<file path="src/rtl/fft_transpose_buffer.sv">
// Two-bank ping-pong buffer that transposes 4x4 lane frames between the two
// radix-4 passes of the 16-point FFT.
module fft_transpose_buffer (
    input  logic         clk,
    input  logic         rst,
    input  logic         in_valid,
    output logic         in_ready,
    input  logic [135:0] in_data,
    output logic         out_valid,
    input  logic         out_ready,
    output logic [135:0] out_data,
    output logic [2:0]   out_rot,
    output logic         out_last
);

    localparam int LANE_W = 34;
    localparam int WORD_W = 4 * LANE_W;

    logic [WORD_W-1:0] bank_r [2][4];
    logic [1:0]        full_r;
    logic              wr_sel_r;
    logic              rd_sel_r;
    logic [1:0]        wr_cnt_r;
    logic [1:0]        rd_cnt_r;

    logic              accept_s;
    logic              xfer_s;
    logic [1:0]        full_set_s;
    logic [1:0]        full_clr_s;
    logic [1:0]        full_next_s;

    function automatic logic [LANE_W-1:0] lane_of(input logic [WORD_W-1:0] word,
                                                  input logic [1:0] idx);
        logic [LANE_W-1:0] lane;
        case (idx)
            2'd0:    lane = word[33:0];
            2'd1:    lane = word[67:34];
            2'd2:    lane = word[101:68];
            2'd3:    lane = word[135:102];
            default: lane = {LANE_W{1'b0}};
        endcase
        return lane;
    endfunction

    assign in_ready  = ~full_r[wr_sel_r];
    assign out_valid = full_r[rd_sel_r];
    assign accept_s  = in_valid & in_ready;
    assign xfer_s    = out_valid & out_ready;
    assign out_rot   = {1'b1, rd_cnt_r};
    assign out_last  = out_valid & (rd_cnt_r == 2'd3);

    // Frame completion sets a bank's flag; draining its last word clears it.
    assign full_set_s = (accept_s && (wr_cnt_r == 2'd3)) ? (2'b01 << wr_sel_r) : 2'b00;
    assign full_clr_s = (xfer_s && (rd_cnt_r == 2'd3)) ? (2'b01 << rd_sel_r) : 2'b00;
    assign full_next_s = (full_r | full_set_s) & ~full_clr_s;

    // Column gather: output lane j is lane rd_cnt of stored word j.
    always_comb begin
        out_data = {WORD_W{1'b0}};
        for (int j = 0; j < 4; j++) begin
            out_data[j*LANE_W +: LANE_W] = lane_of(bank_r[rd_sel_r][j], rd_cnt_r);
        end
    end

    // Bank storage plus write and read pointer state.
    always_ff @(posedge clk or posedge rst) begin
        if (rst) begin
            for (int b = 0; b < 2; b++) begin
                for (int w = 0; w < 4; w++) begin
                    bank_r[b][w] <= {WORD_W{1'b0}};
                end
            end
            full_r   <= 2'b00;
            wr_sel_r <= 1'b0;
            rd_sel_r <= 1'b0;
            wr_cnt_r <= 2'd0;
            rd_cnt_r <= 2'd0;
        end else begin
            if (accept_s) begin
                bank_r[wr_sel_r][wr_cnt_r] <= in_data;
                wr_cnt_r <= wr_cnt_r + 2'd1;
                if (wr_cnt_r == 2'd3) begin
                    wr_sel_r <= ~wr_sel_r;
                end
            end
            if (xfer_s) begin
                rd_cnt_r <= rd_cnt_r + 2'd1;
                if (rd_cnt_r == 2'd3) begin
                    rd_sel_r <= ~rd_sel_r;
                end
            end
            full_r <= full_next_s;
        end
    end

endmodule

</file>
<file path="config.mk">
export PLATFORM = sky130hd
export DESIGN_NAME = fft_transpose_buffer
export DESIGN_NICKNAME = d
export VERILOG_FILES = /design/src/rtl/fft_transpose_buffer.sv
export SDC_FILE = /design/constraint.sdc
export NUM_CORES = 2
export LEC_CHECK = 0
export BUFFER_PORTS_ARGS = -buffer_cell sky130_fd_sc_hd__buf_4
export CORE_MARGIN = 2
export CORE_UTILIZATION = 55
export CTS_CLUSTER_DIAMETER = 80
export CTS_CLUSTER_SIZE = 16
export DETAILED_ROUTE_END_ITERATION = 8
export GPL_TIMING_DRIVEN = 1
export PLACE_DENSITY = 0.78
export SLEW_MARGIN = 30
export SYNTH_ARGS = -nofsm -noshare
export SYNTH_HDL_FRONTEND = slang
export SYNTH_SLANG_ARGS = --single-unit
export TNS_END_PERCENT = 50
</file>
<file path="constraint.sdc">
create_clock -name clk -period 38.4 [get_ports clk]
set_input_delay 7.68 -clock clk [delete_from_list [all_inputs] [get_ports clk]]
set_output_delay 7.68 -clock clk [all_outputs]
set_load 0.1 [all_outputs]
</file>
==> summary.md <==
| Metric | Value |
|---|---|
| Main combinational cell family by area after synthesis | multiplexers |
| Dpl hpwl | 66,600 um |
| Final Critical Period | approximately 13 ns |
| Worst Skew | 0.0227 ns |
| Worst rel slew slack | 0.300 |
| RSZ-0062 raised after global routing | false |
| Final hold violations | 0 |
| Yosys top cell by area | dfrtp_1 |
| Chip width | 300 um |
| Share of layout cells above drive strength 1 | 0.440 |
| Post-synthesis mux area share | 0.288 |
| First-pass GRT wire length | 186,000 um |
| # DRC | 0 |
| CTS clock-pin slew for the worst setup and hold paths | ~0.070 ns |
| Die area | roughly 90,000 um^2 |
| I/O pins | 282 |
| Crit path required time | 30.72 ns |
| Grt ovf | 0 |
| Row Count | 108 |
| Compound-Gate Fraction of Synth Area | 0.107 |
| Clock root cell | clkbuf_16 |
| Synth cell types | 33 |
| Number of synthesized register bits | approximately 1,100 |
| Clock sink count | 1,096 |
| Status | completed |
| Fmax | around 78 MHz |
| Mean Syn Cell Area | 14.5 um^2 |
| Largest net degree at the start of global routing | 177 |
| Synth Area in XOR/XNOR | 0.000364 |
| Yosys top cell area share | 0.570 |
| Simple-gate share of the synthesized area | 0.00273 |
| Synth-to-Final Area Change | 10.3% |
| Sequential share of the synthesized area | 0.570 |
| Skew-Pair Late Insertion Delay | between 0.6 and 0.7 ns |
| Total vias in the final route | 29,700 |
| Adder-cell area share of the yosys netlist | 0.00208 |
| Final Max Slew Viols | 0 |
| Gr usage total | 0.263 |
| Height of the die | 300 um |
| Antenna violations before repair | 4 |
| # nets final | 3,610 |
| Core area | 86,800 um^2 |
| CP max FO | 60 |
| Arrival time at the worst endpoint | 5.21 ns |
| CTS tree | yes |
| Crit path capture type | output pin |
| Fin Hold WS | ~0.5 ns |
| Num CTS Buffers | 79 |
| Tcrit/Tclk final | 0.336 |
| Yosys synthesis warning count | 0 |
| Most common cell after layout, fill and taps aside | dfrtp_1 |
| Post-Syn Area | around 48,000 um^2 |
| Setup repair bufs after CTS | 0 |
| Post-Syn Nets | around 3,500 |
| Post-Route Setup TNS | 0 ns |
| Fin area | 53,100 um^2 |
| Post-placement cell count | 4,533 |
| # hold bufs at CTS | 0 |
| Via density | approximately 6.4 |
| Wire length per cell | about 25 um |
| Maxcap violations | 0 |
| CTS resizes | 0 |
| Critical path class | reg2out |
| Number of global-route vias before repair | 31,400 |
| Synth Instances | 3,325 |
| Placed cell area | slightly above 50,000 um^2 |
| Final setup viols | 0 |
| CTS HTree Levels | 3 |
| Startpoint Class | flip-flop |
| ANT nets after route | 0 |
| Starting Density | 0.554 |
| Maximum root-to-sink buffer count | 3 |
| Area contributors post-synth | dfrtp_1 57%, mux2_2 24%, mux2i_1 2.9%, a221oi_1 2.5%, a22o_1 2.5% |
| Final Non-Filler Cells | 4,628 |
| Placer congestion estimate | 0.761 |
| Commonest non-fill, non-tap cells in the layout | 1,095 x dfrtp_1, 1,043 x mux2_2, 308 x buf_4 |
| Port buffer count | 280 |
| Worst Tran Pin Value | 1.05 ns |
| Routed WL | 118,000 um |
| Initial drt markers | between 2,000 and 2,500 |
| DRT Pass-1 Iters | 5 |
| Worst hold path class | reg2reg |
==> worst max-delay path, cell delays in order, from the launching register on <==
cell and delay, ns:
dfrtp_1 0.49, inv_1 0.21, ha_4 0.57, buf_4 0.79, or2_4 0.42, buf_4 0.80
a21oi_1 0.09, a221oi_1 0.68, buf_4 0.41
==> path summary, 6_finish.rpt <==
kind | start | end | slack [ns] | depth (start not counted)
max | rd_cnt_r[0] | out_data[48] | 25.51 | 8
min | bank_r[252] | bank_r[252] | 0.51 | 1
max reg2reg | wr_sel_r | bank_r[191] | 35.09 | 5
min reg2reg | bank_r[252] | bank_r[252] | 0.51 | 1
max in group asynchronous | rst | bank_r[431] | 27.59 | 8
min in group asynchronous | rst | bank_r[684] | 7.12 | 3
==> flip-flops by register name (all words and copies together) (netlist names) <==
name	cells
bank_r	1088
full_r	2
rd_cnt_r	2
rd_sel_r	1
wr_cnt_r	2
wr_sel_r	1
==> synthesized netlist by cell type, drive strengths merged <==
| master | number |
|---|---|
| ha | 8 |
| a41oi | 1 |
| conb | 1 |
| a22o | 136 |
| a21oi | 136 |
| or3 | 1 |
| or2 | 1 |
| a22oi | 136 |
| a221oi | 136 |
| and2 | 1 |
| mux2 | 1091 |
| clkbuf | 97 |
| nand2b | 1 |
| inv | 5 |
| nor3 | 4 |
| buf | 179 |
| nand3 | 5 |
| a211oi | 136 |
| xnor2 | 2 |
| nand2 | 11 |
| and2b | 1 |
| mux2i | 137 |
| dfrtp | 1096 |
| a31oi | 1 |
| o21ai | 2 |
==> area by class of cell <==
class	instances	area (um^2)
Clock inverter	5	68.8
Timing Repair Buffer	332	2680
Multi-Input combinational cell	1948	19400
Antenna cell	3	7.51
Tap cell	1155	1450
Fill cell	6709	33700
Sequential cell	1096	27400
Inverter	5	22.5
Clock buffer	84	2050
==> cells by family after synthesis <==
kind of cell,after synthesis
simple gates,25
xor+xnor,2
buf+inv,281
other cells,1
fa+ha+maj,8
flops,1096
mux,1228
compound gates,684
==> per-stage QoR <==
step                      setup WS, ns   util
after floorplan                  15.60      -
after global placement           26.05  0.585
after detailed placement         26.23  0.586
after CTS                        25.52  0.610
after global routing             25.39  0.612
final                            25.51  0.612
==> metal layers <==
metal	routed length [um]	share of wire	track usage
met3	5500	0.047	0.0377
met2	57100	0.48	0.431
met4	3510	0.030	0.0836
met5	12	0.00010	0
met1	51800	0.44	0.364
Power is left out: the tool's default activity adds up to more than one toggle a clock period on the data nets, which glitch-free logic cannot reach.
